--- config.mk ---
export PLATFORM = sky130hd
export DESIGN_NAME = color_convert_sched
export DESIGN_NICKNAME = d
export VERILOG_FILES = /design/src/rtl/color_convert_sched_pkg.sv /design/src/rtl/color_convert_sched_fifo.sv /design/src/rtl/color_convert_sched.sv
export SDC_FILE = /design/constraint.sdc
export NUM_CORES = 1
export LEC_CHECK = 0
export ABC_AREA = 1
export BUFFER_PORTS_ARGS = -buffer_cell sky130_fd_sc_hd__buf_2
export CAP_MARGIN = 20
export CORE_MARGIN = 5
export CORE_UTILIZATION = 30
export DETAILED_ROUTE_END_ITERATION = 7
export PLACE_DENSITY = 0.47
export SLEW_MARGIN = 20
export SYNTH_ARGS = -nofsm -noshare
export SYNTH_HDL_FRONTEND = slang
export SYNTH_SLANG_ARGS = --single-unit
--- constraint.sdc ---
create_clock -name clk -period 8.4 [get_ports clk]
set_clock_uncertainty 0.15 [all_clocks]
set_input_delay 0.42 -clock clk [delete_from_list [all_inputs] [get_ports clk]]
set_output_delay 0.42 -clock clk [all_outputs]
set_load 0.02 [all_outputs]
--- src/rtl/color_convert_sched_pkg.sv ---
// -----------------------------------------------------------------------------
// color_convert_sched_pkg
// Shared types and constants for the float-to-RGB color conversion path:
// pixel identifiers, float colors from pixel storage, packed 16-bit results
// and the entries written to the pixel buffer.
// -----------------------------------------------------------------------------
package color_convert_sched_pkg;

  // Cycles from the blue-channel strobe to the packed result on pl_color.
  localparam int CC_PL_DEPTH = 13;

  typedef logic [15:0] pixelID_t;

  // IEEE-754 single-precision bit patterns, one per channel.
  typedef struct packed {
    logic [31:0] r;
    logic [31:0] g;
    logic [31:0] b;
  } float_color_t;

  // 5-6-5 packed RGB produced by the datapath.
  typedef logic [15:0] color16_t;

  typedef struct packed {
    pixelID_t     pixelID;
    float_color_t color;
  } pixstore_to_cc_t;

  typedef struct packed {
    pixelID_t pixelID;
    color16_t color16;
  } pixel_buffer_entry_t;

endpackage

--- src/rtl/color_convert_sched_fifo.sv ---
// -----------------------------------------------------------------------------
// color_convert_sched_fifo
// Synchronous single-clock FIFO used as the output buffer toward the pixel
// buffer. Head data is presented whenever rd_valid_o is high and stays stable
// until it is popped (rd_en_i while rd_valid_o).
//
// Ports:
//   clk, rst    clock, synchronous active-high reset (empties the FIFO)
//   wr_en_i     push wr_data_i this cycle (caller guarantees not full)
//   wr_data_i   entry to push
//   rd_en_i     consumer ready; pops the head when rd_valid_o is high
//   rd_valid_o  head entry valid (registered)
//   rd_data_o   head entry
// -----------------------------------------------------------------------------
module color_convert_sched_fifo #(
  parameter int WIDTH = 32,
  parameter int DEPTH = 16
) (
  input  logic             clk,
  input  logic             rst,
  input  logic             wr_en_i,
  input  logic [WIDTH-1:0] wr_data_i,
  input  logic             rd_en_i,
  output logic             rd_valid_o,
  output logic [WIDTH-1:0] rd_data_o
);

  localparam int AW = (DEPTH > 1) ? $clog2(DEPTH) : 1;
  localparam int CW = $clog2(DEPTH + 1);

  logic [WIDTH-1:0] mem_q [DEPTH];
  logic [AW-1:0]    wr_ptr_q;
  logic [AW-1:0]    rd_ptr_q;
  logic [CW-1:0]    count_q;
  logic [CW-1:0]    count_d;
  logic             not_empty_q;
  logic             push;
  logic             pop;
  logic             full;

  assign push = wr_en_i;
  assign pop  = rd_en_i && not_empty_q;
  assign full = (count_q == CW'(DEPTH));

  // NOTE: every always_comb output gets a default first so no path can
  // leave it unassigned and infer a latch.
  always_comb begin
    count_d = count_q;
    if (push && !pop) begin
      count_d = count_q + 1'b1;
    end else if (!push && pop) begin
      count_d = count_q - 1'b1;
    end
  end

  // NOTE: state registers use non-blocking assignments so all flops update
  // together from pre-edge values, independent of block ordering.
  always_ff @(posedge clk) begin
    if (rst) begin
      wr_ptr_q    <= '0;
      rd_ptr_q    <= '0;
      count_q     <= '0;
      not_empty_q <= 1'b0;
    end else begin
      count_q     <= count_d;
      not_empty_q <= (count_d != '0);
      if (push) begin
        wr_ptr_q <= (wr_ptr_q == AW'(DEPTH - 1)) ? '0 : wr_ptr_q + 1'b1;
      end
      if (pop) begin
        rd_ptr_q <= (rd_ptr_q == AW'(DEPTH - 1)) ? '0 : rd_ptr_q + 1'b1;
      end
    end
  end

  // NOTE: storage is deliberately not reset; pointers and count define which
  // slots are meaningful, and leaving the array unreset keeps it a plain RAM.
  always_ff @(posedge clk) begin
    if (push) begin
      mem_q[wr_ptr_q] <= wr_data_i;
    end
  end

  assign rd_valid_o = not_empty_q;
  assign rd_data_o  = mem_q[rd_ptr_q];

  // The producer reserves space before issuing work, so a push into a full
  // buffer means the credit accounting is broken.
  a_no_overflow: assert property (@(posedge clk) disable iff (rst) !(push && full));

endmodule

--- src/rtl/color_convert_sched.sv ---
// -----------------------------------------------------------------------------
// color_convert_sched
// Sequencer and flow controller for the shared float-to-RGB conversion
// datapath. Accepts one pixel at a time, steps the red/green/blue strobes
// through the single datapath, carries each pixel ID alongside the datapath
// latency, and buffers {pixelID, color16} results in a credit-managed FIFO so
// nothing is dropped while the pixel buffer stalls.
//
// Ports:
//   clk, rst     clock, synchronous active-high reset
//   us_valid     pixel-store entry valid
//   us_data      pixelID and float color
//   us_stall     upstream stall (combinational, only while us_valid)
//   pl_color_fp  float color held for the datapath
//   v0, v1, v2   red, green, blue channel strobes
//   pl_color     packed result from the datapath
//   ds_valid     pixel-buffer entry valid
//   ds_data      {pixelID, color16}
//   ds_stall     pixel-buffer stall
// -----------------------------------------------------------------------------
module color_convert_sched
  import color_convert_sched_pkg::*;
#(
  parameter int PL_DEPTH   = CC_PL_DEPTH,
  // Must be at least PL_DEPTH/3 + 2 to sustain one pixel per three cycles.
  parameter int FIFO_DEPTH = 16
) (
  input  logic                clk,
  input  logic                rst,
  input  logic                us_valid,
  input  pixstore_to_cc_t     us_data,
  output logic                us_stall,
  output float_color_t        pl_color_fp,
  output logic                v0,
  output logic                v1,
  output logic                v2,
  input  color16_t            pl_color,
  output logic                ds_valid,
  output pixel_buffer_entry_t ds_data,
  input  logic                ds_stall
);

  localparam int CW = $clog2(FIFO_DEPTH + 1);

  localparam logic [1:0] S_IDLE = 2'd0;
  localparam logic [1:0] S_RED  = 2'd1;
  localparam logic [1:0] S_GRN  = 2'd2;
  localparam logic [1:0] S_BLU  = 2'd3;

  logic [1:0]          state_q;
  logic [1:0]          state_d;
  logic [CW-1:0]       credit_q;
  logic [CW-1:0]       credit_d;
  logic                accept;
  logic                pop;
  float_color_t        color_q;
  pixelID_t            id_q;
  logic                v0_q;
  logic                v1_q;
  logic                v2_q;
  logic [PL_DEPTH-1:0] tag_vld_q;
  pixelID_t            tag_id_q [PL_DEPTH];
  logic                fifo_wr;
  pixel_buffer_entry_t fifo_wr_data;

  // A new pixel may start when the datapath is free (IDLE) or finishing its
  // last channel (BLU), and only if an output slot can be reserved for it.
  assign accept   = us_valid && ((state_q == S_IDLE) || (state_q == S_BLU)) &&
                    (credit_q != '0);
  assign us_stall = us_valid && !accept;
  assign pop      = ds_valid && !ds_stall;

  always_comb begin
    state_d = state_q;
    case (state_q)
      S_RED:   state_d = S_GRN;
      S_GRN:   state_d = S_BLU;
      default: state_d = accept ? S_RED : S_IDLE;
    endcase
  end

  // Credit = FIFO slots neither occupied nor reserved by in-flight pixels.
  always_comb begin
    credit_d = credit_q;
    case ({accept, pop})
      2'b10:   credit_d = credit_q - 1'b1;
      2'b01:   credit_d = credit_q + 1'b1;
      default: credit_d = credit_q;
    endcase
  end

  // Strobes are decoded from the next state so they leave a flop directly.
  always_ff @(posedge clk) begin
    if (rst) begin
      state_q  <= S_IDLE;
      credit_q <= CW'(FIFO_DEPTH);
      v0_q     <= 1'b0;
      v1_q     <= 1'b0;
      v2_q     <= 1'b0;
    end else begin
      state_q  <= state_d;
      credit_q <= credit_d;
      v0_q     <= (state_d == S_RED);
      v1_q     <= (state_d == S_GRN);
      v2_q     <= (state_d == S_BLU);
    end
  end

  // Color and ID are captured on accept and held through all three channels;
  // an accept in the BLU cycle updates them only after that cycle completes.
  always_ff @(posedge clk) begin
    if (rst) begin
      color_q <= '0;
      id_q    <= '0;
    end else if (accept) begin
      color_q <= us_data.color;
      id_q    <= us_data.pixelID;
    end
  end

  // Tag line: tracks which datapath result belongs to which pixel. It never
  // stalls because the datapath never stalls; only valid bits need clearing
  // so stale datapath results are ignored after reset.
  always_ff @(posedge clk) begin
    if (rst) begin
      tag_vld_q <= '0;
    end else begin
      tag_vld_q <= {tag_vld_q[PL_DEPTH-2:0], (state_q == S_BLU)};
    end
  end

  always_ff @(posedge clk) begin
    tag_id_q[0] <= id_q;
    for (int i = 1; i < PL_DEPTH; i++) begin
      tag_id_q[i] <= tag_id_q[i-1];
    end
  end

  assign fifo_wr              = tag_vld_q[PL_DEPTH-1];
  assign fifo_wr_data.pixelID = tag_id_q[PL_DEPTH-1];
  assign fifo_wr_data.color16 = pl_color;

  color_convert_sched_fifo #(
    .WIDTH ($bits(pixel_buffer_entry_t)),
    .DEPTH (FIFO_DEPTH)
  ) u_out_fifo (
    .clk        (clk),
    .rst        (rst),
    .wr_en_i    (fifo_wr),
    .wr_data_i  (fifo_wr_data),
    .rd_en_i    (!ds_stall),
    .rd_valid_o (ds_valid),
    .rd_data_o  (ds_data)
  );

  assign pl_color_fp = color_q;
  assign v0          = v0_q;
  assign v1          = v1_q;
  assign v2          = v2_q;

  a_credit_range: assert property (@(posedge clk) disable iff (rst)
                                   credit_q <= CW'(FIFO_DEPTH));

endmodule

Word level (Yosys, flattened, before mapping)
Memory sizes are Yosys's and may differ from the RTL's. A register that Yosys moved wholly into a read port is not among the register bits.
Cells that the tools add are included.
Widths: inputs -> output; s select.

operators by class
  add/sub/neg operators = 6
  eq/ne operators = 10
  multiplexer cells = 11
  reductions and logical operators = 15

operators by type and width
  operator             count
  $mux 4               4
  $add 5x1->5 const B  2
  $eq 2x2->1 const B   5
  $mux 5               2
  $pmux 5 s2           1
  $reduce_bool 5->1    2
  $sub 5x1->5 const B  2
  $add 4x1->4 const B  2
  $eq 4x4->1 const B   2
  $eq 2x1->1 const B   3
  $logic_and 1x1->1    6
  $logic_not 1->1      4
  $pmux 2 s2           1
  $mux 1               3
  $logic_not 2->1      1
  $reduce_bool 2->1    1
  $logic_or 1x1->1     1

storage, ports and cells
  bits in registers = 149
  RAM bits = 720
  bits of input ports = 132
  memories kept = 2

memories
  name              depth  bits a word  rd ports  clocked after Yosys merged registers in  wr ports  RTL line                        source
  u_out_fifo.mem_q  16     32           1         1                                        1         color_convert_sched_fifo.sv:31  logic [WIDTH-1:0] mem_q [DEPTH];
  tag_id_q          13     16           13        0                                        13        color_convert_sched.sv:62       pixelID_t tag_id_q [PL_DEPTH];

Longest topological paths before layout
  depth after elaboration = 7
  gate-level depth with buffers = 16
  depth with buffers taken out = 14

Cells and area by module
A second synthesis with hierarchy kept.

second synthesis, totals
  cells, all modules = 2685
  area total of the unflattened synthesis = 31312.5 sq um

modules (own cells, without submodules)
  module                    times used  cells an instance  area each (sq um)  sequential area each (sq um)
  color_convert_sched_fifo  1           1625               21052.7            15735.1
  color_convert_sched       1           1060               10259.8            6866.6

Least setup slack after synthesis
Ideal clock, no wire load.

  kind = register -> register
  start = reg u_out_fifo.wr_ptr_q[0]
  end = mem u_out_fifo.mem_q[7][0], enable pin
  library setup time = 0.461 ns
  arrival time = 2.853 ns
  data required time = 7.789 ns
  slack = 4.936 ns
  cell stages (with the launch flop) = 4
  buffers on the path = 0
  cell sequence = dfxtp_1 ha_1 nand2_1 nor3_1

RTL lines
  item                    RTL line                        source
  from (decl)             color_convert_sched_fifo.sv:32  logic [AW-1:0] wr_ptr_q;
  from (signal assigned)  color_convert_sched_fifo.sv:68  wr_ptr_q <= (wr_ptr_q == AW'(DEPTH - 1)) ? '0 : wr_ptr_q + 1'b1;
  to (decl)               color_convert_sched_fifo.sv:31

No word-level cell before the write port.

==> run metrics <==
run status=finished clean; pre-CTS setup slack=4.82 ns; number of max-capacitance violations reported=0; clock tree buffer depth=3; routed via count=19300; flop-to-flop setup slack=5.62 ns; cts hold-fix bufs=127; maximum resistive drop on vdd=0.200 mV; most repeated library cell on the critical path=sky130_fd_sc_hd__nand3_1; placed instance count=4071; CP endpoint kind=output port; clock period minus worst slack=4.00 ns; portion of total power attributed to combinational logic=0.151; Post CTS Setup Buffer Count=0; fmax=0.250 GHz; clock buffers created by TritonCTS=97; Async S/R FF share, synth=0; Total Nets Final=3077; worst hold stages=3; Pwr per Cell Area=302 nW/um2; largest net degree at the start of global routing=251; R2R Path End=pl_color_fp[21]; port buffer count=264; remaining global-route overflow=0; clock tree from TritonCTS=built; Endpoint, Worst Hold=pl_color_fp[25]; Final Core Density=0.372; total number of clock tree sinks=873; chip height=330 um; top_reg_cell synth=sky130_fd_sc_hd__edfxtp_1; Worst EP required=7.83 ns; average wire per standard cell=16.8 um; Final period util=0.477; global routing usage summed across all routing layers=0.133; violation count after the first detailed-route iteration=1235; crit path cell chain=buf_4 > o211ai_1 > nand3_1 > nand3_1 > nand2_1 > buf_2; EDFF count, synth=512; count of synthesis-stage warnings from yosys=0; Hold Crit Class=in -> reg; portion of total power attributed to the clock network=0.378; Critical Path Source Type=flip-flop; sequential-to-total area share from yosys stat=0.735; initial standard-cell utilization of the core=0.302; Cells after Synth=2557; CTS resizes=0; wirelength, routed=73500 um; CORE AREA=102000 um2; Final Instance Count excl. Fillers=4381; share of total power in sequential cells=0.471; proportion of layout cells with a drive suffix above 1=0.162; global-route wire length before repair=112000 um; area growth from synthesis to layout=23.1%; Switching Power=3.12 mW; CP Buf/Inv Count=2; final count of pins violating max slew=0; RSZ-0062 raised after global routing=false; footprint of the multi-input gates=6200 um2; longest individual stage delay on the worst path=1.02 ns; initial antenna violation count=1; post-route worst setup slack=4.40 ns; leakage power=14.5 nW; transition time at the pin with the least slew margin=1.14 ns; Post-Route Hold Slack=0.0713 ns; Filler Cells Inserted=9820; reg2reg start=state_q[0]; CTS H-tree lvls=3; count of cells along the worst register-to-register path=10; IO Pins=265; Internal Dissipation=8.31 mW; last weighted congestion value of the routability-driven placer=0.774; clock root cell=sky130_fd_sc_hd__clkbuf_16; total half-perimeter wirelength after legalization and detailed placement=37700 um; Max transition margin=0.239; critical path's top delay family=buffers and inverters; kind of critical path=reg -> out; standard cell with the maximum stage delay on the critical path=sky130_fd_sc_hd__dfxtp_4; arrival time at the worst endpoint=3.43 ns; number of flip-flops and latches in the synthesized netlist=873; remaining design rule violation count=0; via-per-instance ratio=4.41; x dimension of the die=330 um; endpoints failing hold=0; Hold Path Origin=us_data[25]; setup TNS after final layout=0 ns; area occupied by registers=22600 um2; die outline area=109000 um2; cell area after technology mapping=30700 um2; number of unique standard cell types used by synthesis=28; largest driver fanout on the critical path=87; remaining antenna violation count=0; Sw Share=0.273; floorplan row count=117; source-to-sink clock delay at the later pin of the worst-skew pair=0.64 ns; number of search-and-repair iterations in the first detailed-routing pass=7; Mapped Nets=2704; number of global-route vias before repair=19600; Setup-failing EPs final=0; CTS clk-pin slew, worst paths=0.06 ns; mean cell area of the mapped netlist=12.0 um2
==> sequential cells by signal (all words and copies together) (netlist names), 4 cells and up, named ones only <==
signal	count
credit_q	5
tag_id_q	208
u_out_fifo.mem_q	512
u_out_fifo.wr_ptr_q	4
u_out_fifo.count_q	5
u_out_fifo.rd_ptr_q	4
pl_color_fp	96
id_q	16
tag_vld_q	13
==> layout by cell type (no fill, tap or decap), types with 3 or more instances in the layout <==
cell type                       instances
sky130_fd_sc_hd__inv_2                  3
sky130_fd_sc_hd__o21ai_1              100
sky130_fd_sc_hd__ha_1                  14
sky130_fd_sc_hd__buf_2                264
sky130_fd_sc_hd__nor3_1                 4
sky130_fd_sc_hd__a21oi_1              132
sky130_fd_sc_hd__clkinv_2              24
sky130_fd_sc_hd__o211ai_1             129
sky130_fd_sc_hd__xor2_1                 5
sky130_fd_sc_hd__nand2_1              204
sky130_fd_sc_hd__dfxtp_4                3
sky130_fd_sc_hd__clkbuf_8              19
sky130_fd_sc_hd__edfxtp_1             512
sky130_fd_sc_hd__nand3_1              208
sky130_fd_sc_hd__nor2_1               257
sky130_fd_sc_hd__bufinv_16              7
sky130_fd_sc_hd__clkinv_4               4
sky130_fd_sc_hd__dlygate4sd3_1        127
sky130_fd_sc_hd__nor2_4                15
sky130_fd_sc_hd__inv_1                301
sky130_fd_sc_hd__a21oi_2                7
sky130_fd_sc_hd__buf_4                 26
sky130_fd_sc_hd__dfxtp_1              357
sky130_fd_sc_hd__clkbuf_16            104
sky130_fd_sc_hd__clkinv_1               6
sky130_fd_sc_hd__o21ai_0              149
sky130_fd_sc_hd__clkbuf_1              14
==> cells by family (layout without fill, tap and decap cells) <==
logic type               after synthesis  in the layout  share of synthesized area
AND/OR/NAND/NOR                      694            694                     0.0938
flip-flops                           873            873                      0.735
other                                  0              1                          0
XOR/XNOR                               6              6                    0.00171
AO/OA/AOI/OAI                        518            518                     0.0957
buffers and inverters                451            906                     0.0673
adder cells (fa/ha/maj)               15             15                    0.00635
==> synthesized netlist by cell type (8+ instances only) <==
| cell | instances | area [um2] |
|---|---|---|
| sky130_fd_sc_hd__buf_6 | 40 | 450 |
| sky130_fd_sc_hd__dfxtp_1 | 361 | 7230 |
| sky130_fd_sc_hd__o21ai_0 | 149 | 746 |
| sky130_fd_sc_hd__nand2_1 | 204 | 766 |
| sky130_fd_sc_hd__o211ai_1 | 129 | 968 |
| sky130_fd_sc_hd__ha_1 | 14 | 175 |
| sky130_fd_sc_hd__edfxtp_1 | 512 | 15400 |
| sky130_fd_sc_hd__a21oi_1 | 132 | 661 |
| sky130_fd_sc_hd__inv_1 | 303 | 1140 |
| sky130_fd_sc_hd__clkbuf_2 | 8 | 40.0 |
| sky130_fd_sc_hd__buf_2 | 36 | 180 |
| sky130_fd_sc_hd__clkbuf_1 | 46 | 173 |
| sky130_fd_sc_hd__buf_1 | 12 | 45.0 |
| sky130_fd_sc_hd__nand3_1 | 208 | 1040 |
| sky130_fd_sc_hd__o21ai_1 | 100 | 500 |
| sky130_fd_sc_hd__nor2_1 | 272 | 1020 |
==> worst min-delay path: cells and delay by family <==
kind / cells / cell delay, ns
compound gates: 1 / 0.19
buf+inv: 1 / 0.08
simple gates: 1 / 0.13
==> cell type report <==
cell class	instances	area share
timing repair buffer	420	0.0750
antenna	1	0.0000661
tap	1368	0.0452
multi-input combinational	1233	0.164
inverter	305	0.0303
clock buffer	137	0.0771
sequential	873	0.597
clock inverter	44	0.0112
==> per-stage QoR <==
| step | area, um2 | power [mW] |
|---|---|---|
| 6_report | 37900 | 11.4 |
| 5_1_grt | 37900 | 12.0 |
| 4_1_cts | 37800 | 11.6 |
| 3_5_place_dp | 33200 | 7.18 |
| 3_3_place_gp | 33200 | 7.13 |
| 2_1_floorplan | 30700 | 6.67 |
==> how the worst max path moves through the flow <==
stage | cells past startpoint | from | endpoint | slack [ns]
after global placement | 6 | flip-flop | ds_data[25] | 4.86
after detailed placement | 6 | flip-flop | ds_data[25] | 4.82
final | 6 | flip-flop | ds_data[29] | 4.40
after CTS | 6 | flip-flop | ds_data[25] | 4.11
after global routing | 6 | flip-flop | ds_data[29] | 4.12
after floorplan | 3 | u_out_fifo.wr_ptr_q[0] | u_out_fifo.mem_q[7][0] | 4.94
==> power by group through the flow <==
stage	Clock, mW	Combinational (mW)	Sequential (mW)
final	4.32	1.73	5.38
after global routing	4.65	1.96	5.45
after CTS	4.47	1.76	5.39
after detailed placement	0	1.71	5.47
after global placement	0	1.67	5.46
after floorplan	0	1.17	5.50
==> metal layers <==
layer	vias to the layer above	global-route usage	share of wire
met2	499	0.229	0.48
met5	-	0	0.00018
met3	150	0.0407	0.069
met4	2	0.0414	0.029
met1	9185	0.160	0.42
li1	9476	-	-
Note: power is estimated with default switching activity, not from simulation.
